**src/rtl/fifo_uart_pkg.sv**
```systemverilog
// Shared types and constants for the FIFO-fed UART transmitter.
// State encoding, frame geometry and default bit period.
package fifo_uart_pkg;

  localparam int CLKS_PER_BIT_DEF = 868;
  localparam int DATA_BITS = 8;
  localparam int FRAME_BITS = 10;

  typedef enum logic [2:0] {
    S_IDLE  = 3'd0,
    S_FETCH = 3'd1,
    S_LOAD  = 3'd2,
    S_START = 3'd3,
    S_DATA  = 3'd4,
    S_STOP  = 3'd5
  } state_t;

endpackage

```
**src/rtl/baud_tick.sv**
```systemverilog
// Bit-period counter: counts 0..CLKS_PER_BIT-1 while en is high.
// Ports: clk, reset (sync, high), clear, en in; tick out on last count.
module baud_tick #(
  parameter int CLKS_PER_BIT = 868
) (
  input  logic clk,
  input  logic reset,
  input  logic clear,
  input  logic en,
  output logic tick
);

  localparam int CNT_W = $clog2(CLKS_PER_BIT);
  localparam logic [CNT_W-1:0] LAST =
    CNT_W'(CLKS_PER_BIT - 1);

  logic [CNT_W-1:0] cnt;

  assign tick = en && (cnt == LAST);

  always_ff @(posedge clk) begin
    if (reset) begin
      cnt <= '0;
    end else if (clear) begin
      cnt <= '0;
    end else if (en) begin
      if (tick) cnt <= '0;
      else      cnt <= cnt + 1'b1;
    end
  end

endmodule

```
**src/rtl/fifo_uart_tx.sv**
```systemverilog
// Drains a byte FIFO and sends each byte as an 8N1 UART frame.
// Ports: clk, reset, enable, fifo_empty, fifo_dout in;
//        fifo_rden, tx, busy, tx_done out.
module fifo_uart_tx
  import fifo_uart_pkg::*;
#(
  parameter int CLKS_PER_BIT = CLKS_PER_BIT_DEF
) (
  input  logic       clk,
  input  logic       reset,
  input  logic       enable,
  input  logic       fifo_empty,
  input  logic [7:0] fifo_dout,
  output logic       fifo_rden,
  output logic       tx,
  output logic       busy,
  output logic       tx_done
);

  state_t     state;
  state_t     state_n;
  logic [7:0] shift;
  logic [2:0] bit_idx;
  logic [2:0] bit_idx_n;
  logic       tx_n;
  logic       on_line;
  logic       tick;

  // The counter only runs while a bit is on the line, so it is
  // already zero when START is entered from LOAD.
  assign on_line = (state == S_START) ||
                   (state == S_DATA)  ||
                   (state == S_STOP);

  baud_tick #(
    .CLKS_PER_BIT(CLKS_PER_BIT)
  ) u_baud (
    .clk  (clk),
    .reset(reset),
    .clear(!on_line),
    .en   (on_line),
    .tick (tick)
  );

  assign fifo_rden = (state == S_FETCH);
  assign busy      = (state != S_IDLE);
  assign tx_done   = (state == S_STOP) && tick;

  always_comb begin
    state_n   = state;
    bit_idx_n = bit_idx;
    unique case (state)
      S_IDLE: begin
        if (enable && !fifo_empty) state_n = S_FETCH;
      end
      S_FETCH: state_n = S_LOAD;
      S_LOAD:  state_n = S_START;
      S_START: begin
        if (tick) begin
          state_n   = S_DATA;
          bit_idx_n = '0;
        end
      end
      S_DATA: begin
        if (tick) begin
          if (bit_idx == 3'(DATA_BITS - 1)) state_n = S_STOP;
          else bit_idx_n = bit_idx + 1'b1;
        end
      end
      S_STOP: begin
        if (tick) state_n = S_IDLE;
      end
      default: state_n = S_IDLE;
    endcase
  end

  // tx is registered from the next state so the line level lines
  // up with the state register cycle for cycle.
  always_comb begin
    tx_n = 1'b1;
    case (state_n)
      S_START: tx_n = 1'b0;
      S_DATA:  tx_n = shift[bit_idx_n];
      default: tx_n = 1'b1;
    endcase
  end

  always_ff @(posedge clk) begin
    if (reset) begin
      state   <= S_IDLE;
      tx      <= 1'b1;
      shift   <= '0;
      bit_idx <= '0;
    end else begin
      state   <= state_n;
      tx      <= tx_n;
      bit_idx <= bit_idx_n;
      if (state == S_LOAD) shift <= fifo_dout;
    end
  end

endmodule

```
**config.mk**
```make
export PLATFORM = sky130hd
export DESIGN_NAME = fifo_uart_tx
export DESIGN_NICKNAME = d
export VERILOG_FILES = /design/src/rtl/fifo_uart_pkg.sv /design/src/rtl/baud_tick.sv /design/src/rtl/fifo_uart_tx.sv
export SDC_FILE = /design/constraint.sdc
export NUM_CORES = 1
export LEC_CHECK = 0
export BUFFER_PORTS_ARGS = -buffer_cell sky130_fd_sc_hd__buf_2
export CAP_MARGIN = 20
export CORE_MARGIN = 5
export CORE_UTILIZATION = 56
export CTS_CLUSTER_DIAMETER = 200
export DETAILED_ROUTE_END_ITERATION = 10
export PLACE_DENSITY = 0.82
export SLEW_MARGIN = 15
export SYNTH_ARGS = -nofsm -noshare
export SYNTH_HDL_FRONTEND = slang
export SYNTH_SLANG_ARGS = --single-unit
```
**constraint.sdc**
```tcl
create_clock -name clk -period 2.3 [get_ports clk]
set_clock_uncertainty 0.05 [all_clocks]
set_input_delay 0.23 -clock clk [delete_from_list [all_inputs] [get_ports clk]]
set_output_delay 0.23 -clock clk [all_outputs]
set_load 0.02 [all_outputs]
```
## After elaboration in Yosys (flattened, before gate mapping)

Cells that the tools add are included.

| word-level totals | value |
|---|---|
| register bits after elaboration | 25 |
| latch bits | 0 |
| RAM bits | 0 |
| ROM bits | 0 |
| input bits | 12 |
| output and inout bits | 4 |
| memories kept | 0 |

| cells by class | value |
|---|---|
| $add $sub $neg | 2 |
| $mul | 0 |
| div/mod/pow operators | 0 |
| order comparisons | 1 |
| equal/unequal tests | 9 |
| shift-type cells | 0 |
| mux-type cells | 13 |
| bitwise operators | 1 |
| reductions and logical operators | 9 |

Operator list:

| cell | number |
|---|---|
| 3-bit 2-to-1 mux | 8 |
| 3-bit case mux with 6 select lines | 1 |
| 3-bit == test (second input constant) | 4 |
| 10-bit by 1-bit adder with 10-bit output (second input constant) | 1 |
| 10-bit == test (second input constant) | 1 |
| 3-bit by 2-bit == test with 1-bit output (second input constant) | 3 |
| 3-bit case mux with 2 select lines | 1 |
| 3-bit by 4-bit less-than comparator with 1-bit output (second input constant) | 1 |
| 3-bit by 1-bit adder with 3-bit output (second input constant) | 1 |
| 1-bit binary-select mux with 3-bit select | 1 |
| 3-bit by 1-bit == test with 1-bit output (second input constant) | 1 |
| 1-bit logical AND | 3 |
| 3-bit zero test | 1 |
| 3-bit nonzero test | 1 |
| 3-bit OR reduction | 1 |
| 1-bit logical OR | 2 |
| 1-bit case mux with 2 select lines | 1 |
| 1-bit zero test | 1 |
| 1-bit 2-to-1 mux | 1 |
| 1-bit inverter | 1 |

## Logic depth before layout (Yosys ltp)

Gate-level depths: netlist of run 1.

| logic depth | value |
|---|---|
| word-level depth | 9 |
| gate-level depth with buffers | 9 |
| gate-level depth less buffers | 7 |

## Modules after synthesis

From an unflattened synthesis of run 1, not the netlist that was laid out.

| unflattened totals | value |
|---|---|
| cell total of the unflattened synthesis | 141 |
| area total of the unflattened synthesis | 1287.5 um^2 |

By module, submodules not included:

| module | instances | cells each | area each (um^2) |
|---|---|---|---|
| fifo_uart_tx | 1 | 84 | 780.7 |
| baud_tick | 1 | 57 | 506.7 |

## Worst setup path before layout of run 1

No wires, ideal clock.

| timing | value |
|---|---|
| path type | register to register |
| from | register u_baud.cnt[0] |
| to | register tx |
| arrival time | 1756 ps |
| required time | 2166 ps |
| setup slack | 410 ps |
| stages on the path, launching flop included | 10 |
| buffers on the path | 2 |
| period minus slack after synthesis | 1890 ps |
| cell sequence | dfxtp_1 > ha_1 > and4b_1 > buf_6 > and3_4 > buf_6 > a32oi_4 > nand3b_1 > o2bb2ai_1 > o31ai_2 |

| between the ends | value |
|---|---|
| word-level cells in the longest chain between the ends | 7 |
| elaborated cells between the ends (all ways) | 14 |
| those cells by class | eq/ne (3); mux (10); reduce/logical (1) |

RTL lines:

| item | line | RTL |
|---|---|---|
| start, declared | baud_tick.sv:17 | `logic [CNT_W-1:0] cnt;` |
| start signal, assigned | baud_tick.sv:28 | `else cnt <= cnt + 1'b1;` |
| 10-bit == test * | baud_tick.sv:19 | `assign tick = en && (cnt == LAST);` |
| 1-bit logical AND * | baud_tick.sv:19 |  |
| 3-bit 2-to-1 mux (on tied branches) | fifo_uart_tx.sv:65, fifo_uart_tx.sv:59 |  |
| 3-bit case mux with 2 select lines | fifo_uart_tx.sv:52 | `unique case (state)` |
| 1-bit binary-select mux with 3-bit select | fifo_uart_tx.sv:83 | `S_DATA: tx_n = shift[bit_idx_n];` |
| 1-bit 2-to-1 mux (implied by the code) | fifo_uart_tx.sv:83 |  |
| 1-bit case mux with 2 select lines * | fifo_uart_tx.sv:81 | `case (state_n)` |
| end signal, assigned | fifo_uart_tx.sv:96 | `tx <= tx_n;` |
| end, declared | fifo_uart_tx.sv:15 | `output logic tx,` |

Every way passes the cells marked *; elsewhere a longest branch is shown, timed or not. The select of a mux whose other input is x is not followed.
A chain may end at the register's enable or synchronous reset.

## Final worst setup path of run 1

| timing | value |
|---|---|
| from | register u_baud.cnt[1] |
| to | output port tx_done |

| between the ends | value |
|---|---|
| word-level cells in the longest chain between the ends | 3 |

RTL lines:

| item | line | RTL |
|---|---|---|
| 10-bit == test | baud_tick.sv:19 |  |
| 1-bit logical AND | baud_tick.sv:19 |  |
| 1-bit logical AND | fifo_uart_tx.sv:47 | `assign tx_done = (state == S_STOP) && tick;` |
| end, declared | fifo_uart_tx.sv:17 | `output logic tx_done` |

No other way between the ends.

==> results of run 1 <==
## metal layers
| metal | GRT usage [%] | share of wire [%] | vias to the layer above |
|---|---|---|---|
| li1 | - | - | 531 |
| met1 | 19.71 | 45 | 488 |
| met2 | 26.97 | 48 | 22 |
| met3 | 2.851 | 5.3 | 4 |
| met4 | 6.149 | 1.7 | 0 |
| met5 | 0 | 0 | - |
## sequential cells by signal, indices dropped and copies added (netlist names)
signal and count:
bit_idx 3, shift 8, state 3, tx 1
u_baud.cnt 10
## final timing paths
| path | startpoint | end | slack, ns | cells after the start |
|---|---|---|---|---|
| worst max-delay path | u_baud.cnt[1]$_SDFF_PP0_ | tx_done | 0.16 | 6 |
| worst min-delay path | fifo_dout[6] | shift[6]$_SDFFE_PP0P_ | 0.09 | 3 |
| worst max register to register | bit_idx[0]$_SDFF_PP0_ | tx$_SDFF_PP1_ | 0.25 | 7 |
| worst min register to register | u_baud.cnt[0]$_SDFF_PP0_ | u_baud.cnt[0]$_SDFF_PP0_ | 0.40 | 1 |
## worst max-delay path, stage by stage (launching register included)
cell and delay [ns]:
dfxtp_1 0.38, ha_1 0.21, and4b_2 0.32, and3_4 0.26, nand2_1 0.10, nor2_1 0.11, buf_2 0.17
## repair_timing
item,CTS,global route
buffers inserted,0,0
setup endpoints to repair,0,1
resized for setup,0,2
## through the flow
stage	utilization, %	hold WS (ns)
finish	62.65	0.08748
CTS	62.54	0.08357
global route	62.65	0.07193
floorplan	-	0.2491
detailed placement	61.38	0.4249
global placement	61.38	0.3931
## placed cells by master (no fill, tap or decap), types with 3 or more instances in the layout
cell type  synthesis  layout
nor2b_1            3       3
a21oi_1            6       6
xnor2_1            3       3
o21ai_0            3       3
clkbuf_4           0       3
mux2i_1           10      10
nor2_1            25      25
nand4_1            6       6
nand2b_1           3       3
nand2_1            7       7
dfxtp_1           25      24
nand3_1            7       7
buf_2              1      15
xor2_1             5       5
## power by group
group | internal, W | switching, W | total, W
sequential | 0.000444 | 0.0000132 | 0.000457
clock | 0.0000679 | 0.000125 | 0.000193
combinational | 0.0000320 | 0.0000357 | 0.0000677
## cell type report
| class | count | area (um^2) | share of cell area [%] |
|---|---|---|---|
| multi-input combinational | 109 | 763.2 | 54.03 |
| sequential | 25 | 501.7 | 35.52 |
| timing repair buffer | 16 | 82.58 | 5.846 |
| tap | 28 | 35.03 | 2.480 |
| clock buffer | 4 | 26.28 | 1.860 |
| inverter | 1 | 3.754 | 0.2657 |
## cell families after synthesis
| group | count (synthesis) | synth area share [%] |
|---|---|---|
| XOR/XNOR | 8 | 5.239 |
| flip-flops | 25 | 37.42 |
| buffers and inverters | 9 | 5.611 |
| multiplexers | 12 | 9.168 |
| AO/OA/AOI/OAI | 21 | 12.82 |
| AND/OR/NAND/NOR | 66 | 27.88 |
| adder cells (fa/ha/maj) | 2 | 1.871 |
## cell usage after synthesis (all sizes together), types with 3 or more instances
library cell  count  area share [%]
nand3             7             2.6
xor2              5             3.3
mux2i            10             7.5
nor2             25             7.0
xnor2             3             2.0
buf               6             4.0
nand4             7             3.7
o21ai             5             2.2
nand2b            3             1.4
nand2             7             2.0
nor2b             3             1.4
nor3              3             1.5
and3              3             1.9
a21oi             7             2.9
dfxtp            25              37
==> run metrics, run 1 <==
outcome=completed; post-detail-place hpwl=1900 um; first-pass GRT wire length=roughly 4300 um; total negative setup slack=0 ns; Synth warnings=0; hold-fix buffers at CTS=0; pwr dens=508.3 mW/mm^2; Die Y=about 60 um; total number of vias=between 1000 and 1500; die area=0.003466 mm^2; placed cell count=around 180; Antenna Violating Nets Remaining=0; Critical Path Fanout Max=7; initial core utilization=59.32%; final number of hold-violating endpoints=0; Top-Level Pins=16; Max Freq=approximately 0.47 GHz; share of cells above drive strength 1=between 20% and 30%; antenna violations before repair=0; Syn Nets=approximately 160; Mean Syn Cell Area=just over 9 um^2; Reg clk slew, reported paths=between 0.1 and 0.15 ns; cell area after layout=between 0.001 and 0.0015 mm^2; router iterations before antenna repair=4; FFs w/ async S/R, synth=0%; final setup fails=0; #FFs+latches synth=25; Overflow after GRT=0; drt drc=0; CTS max path bufs=2; WL/cell=13.55 um; # clock sinks=25; period utilisation layout=92.94%; Final Instance Count excl. Fillers=about 180; Post-Place Setup Slack=0.2392 ns; Worst VDD drop=0.3804 mV; total CTS buffers=3; worst relative slew slack=71.33%; Final nets=170; gp weighted congestion=0.8571; Cell Area, Placed=around 0.0014 mm^2; Crit Path Class=register to primary output; vias in the first global route=991; largest net degree at the start of global routing=17; ys flop type=dfxtp_1; final worst slack=around 0.16 ns; Area Overhead vs Synth=5.612%; FP Rows=17; Final min period=around 2.1 ns; Worst Max-Slew Pin Slew=between 0.4 and 0.5 ns; synthesized cell area=~0.0013 mm^2; Vias/cell=roughly 5.7; port bufs=15; sequential area share after synthesis=between 30% and 40%; Filler Cells Inserted=210; Clk Latency, worst-skew pair=between 0.3 and 0.4 ns; critical path endpoint category=primary output; Post-synth EDFFs=0; gr usage total=15.86%; max-slew violation count=0; Antenna diodes=0; final wirelength=2480 um; Leak=roughly 0.5 nW; Core Box Area=around 0.0023 mm^2; TritonCTS clock tree=yes; HP Class=input port to register; die width=around 59 um; RSZ-0062 raised after global routing=false; H-tree depth=1; cell count after synthesis=143; 1st-iter DRT viols=30; Netlist cell types=46; critical path data required time=~2.0 ns; CTS root buffer=clkbuf_4; crit path DAT=approximately 1.9 ns; MaxCap Viol Count=0; CP startpoint kind=register; Power, Total=roughly 0.00072 W
(Power assumes the default switching activity.)
==> run 2: changes to the inputs <==
- CELL_PAD_IN_SITES_DETAIL_PLACEMENT: unset -> 0
- CELL_PAD_IN_SITES_GLOBAL_PLACEMENT: unset -> 1
- CORE_ASPECT_RATIO: unset -> 2
- CORE_UTILIZATION: 56 -> 43
==> run metrics, run 2 (same netlist as run 1, synthesis figures left out) <==
Leak=0.5222 nW (+2.2%); 1st-iter DRT viols=26 (-13%); Largest register FFs=10 (unchanged); die area=0.004393 mm^2 (+27%); Die Y=88.87 um (+51%); Crit Path Class=register to primary output; first-pass GRT wire length=4450 um (+3.4%); pwr dens=541.7 mW/mm^2 (+6.6%); CP peak stage delay=0.38 ns (about the same); crit path DAT=1.84 ns (-0.02 ns); Worst Path Buf+Inv=1 (unchanged); WL/cell=13.62 um (+0.47%); area of the multi-input gates=765.7 um^2 (+0.33%); most frequent cells in the layout=25 x nor2_1, 25 x dfxtp_1, 15 x buf_2; die width=49.44 um (-16%); antenna violations before repair=0 (unchanged); initial core utilization=44.92% (-14 points); final setup fails=0 (unchanged); cells along the critical path=ha_1, and4b_1, and3_4, nand2_1, nor2_1, buf_2; total number of vias=1020 (-2.4%); drt drc=0 (unchanged); period utilisation layout=92.29% (-0.66 points); CP top delay family=simple AND/OR/NAND/NOR gates; total CTS buffers=3 (unchanged); Clk Latency, worst-skew pair=0.26 ns (-0.06 ns); # clock sinks=25 (unchanged); HP Class=input port to register; Reg clk slew, reported paths=0.08 ns (-0.05 ns); Biggest register=u_baud.cnt; gr usage total=12.59% (-3.3 points); cts repair resizes=0 (unchanged); biggest regs=u_baud.cnt x10, shift x8; largest net degree at the start of global routing=17 (unchanged); Core Box Area=0.002978 mm^2 (+32%); H-tree depth=1 (unchanged); final number of hold-violating endpoints=0 (unchanged); Cell Area, Placed=0.001386 mm^2 (+0.18%); router iterations before antenna repair=4 (unchanged); post-CTS setup buffers=0 (unchanged); hold-fix buffers at CTS=0 (unchanged); Overflow after GRT=0 (unchanged); CTS root buffer=clkbuf_8; FP Rows=28 (+11); critical path endpoint category=primary output; Final nets=170 (unchanged); worst hold slack=0.1444 ns (+0.05693 ns); final wirelength=2519 um (+1.6%); Core Util, Final=48.24% (-14 points); gp weighted congestion=0.7610 (-11%); Final min period=2.123 ns (-0.01508 ns); port bufs=15 (unchanged); CTS max path bufs=2 (unchanged); crit path max-delay cell type=dfxtp_1; Antenna diodes=0 (unchanged); worst relative slew slack=70.49% (-0.84 points); Antenna Violating Nets Remaining=0 (unchanged); RSZ-0062 raised after global routing=false; max-slew violation count=0 (unchanged); total negative setup slack=0 ns (unchanged); Area Overhead vs Synth=7.390%; TritonCTS clock tree=yes; Critical Path Fanout Max=7 (unchanged); Top-Level Pins=16 (unchanged); Worst Max-Slew Pin Slew=0.4420 ns (+0.01258 ns); CP startpoint kind=register; outcome=completed; Vias/cell=5.514 (-3.4%); Filler Cells Inserted=270 (+29%); critical path data required time=2.02 ns (about the same); Worst VDD drop=0.3009 mV (-21%); cell area after layout=0.001436 mm^2 (+1.7%); post-detail-place hpwl=1985 um (+4.5%); MaxCap Viol Count=0 (unchanged); storage element area=500.5 um^2 (-0.25%); vias in the first global route=1058 (+6.8%); Max Freq=0.4711 GHz (+0.71%); share of cells above drive strength 1=21.94% (unchanged)
==> run 2: power by group <==
group	switching, W	internal [W]	leakage (nW)
logic	0.0000347	0.0000320	0.294
clock network	0.000134	0.000121	0.0255
registers	0.0000133	0.000443	0.202
total	0.000182	0.000596	0.522
==> run 2: final cells by class <==
type                       instances  area share [%]
clock inverter                     1          0.3484
clock buffer                       3           2.875
tap                               30           2.613
sequential                        25           34.84
timing repair buffer              16           5.749
multi-input combinational        109           53.31
inverter                           1          0.2613
==> run 2: worst min-delay path: stages <==
cell and delay (ns):
buf_2 0.07, mux2i_1 0.06, nor2_1 0.07
==> run 2: metrics by stage <==
stage / cells / setup WS (ns) / power [W]
after floorplan: 143 / 0.4099 / 0.0005143
final: 185 / 0.1774 / 0.0007780
after global routing: 185 / 0.02423 / 0.0008180
after CTS: 185 / 0.1632 / 0.0007915
after detailed placement: 181 / 0.2345 / 0.0005349
after global placement: 181 / 0.2767 / 0.0005323
==> run 2: layer usage <==
layer,global-route usage [%],wire [um]
met5,0,0
met1,12.93,1003
met4,6.444,62
met3,2.530,83
met2,23.50,1369
==> run 2: worst paths after layout <==
kind,cells past startpoint,startpoint,slack (ns),end
worst max-delay path,6,u_baud.cnt[0]$_SDFF_PP0_,0.18,tx_done
worst min-delay path,3,fifo_dout[1],0.14,shift[1]$_SDFFE_PP0P_
worst max register to register,7,bit_idx[0]$_SDFF_PP0_,0.25,tx$_SDFF_PP1_
worst min register to register,1,u_baud.cnt[0]$_SDFF_PP0_,0.42,u_baud.cnt[0]$_SDFF_PP0_
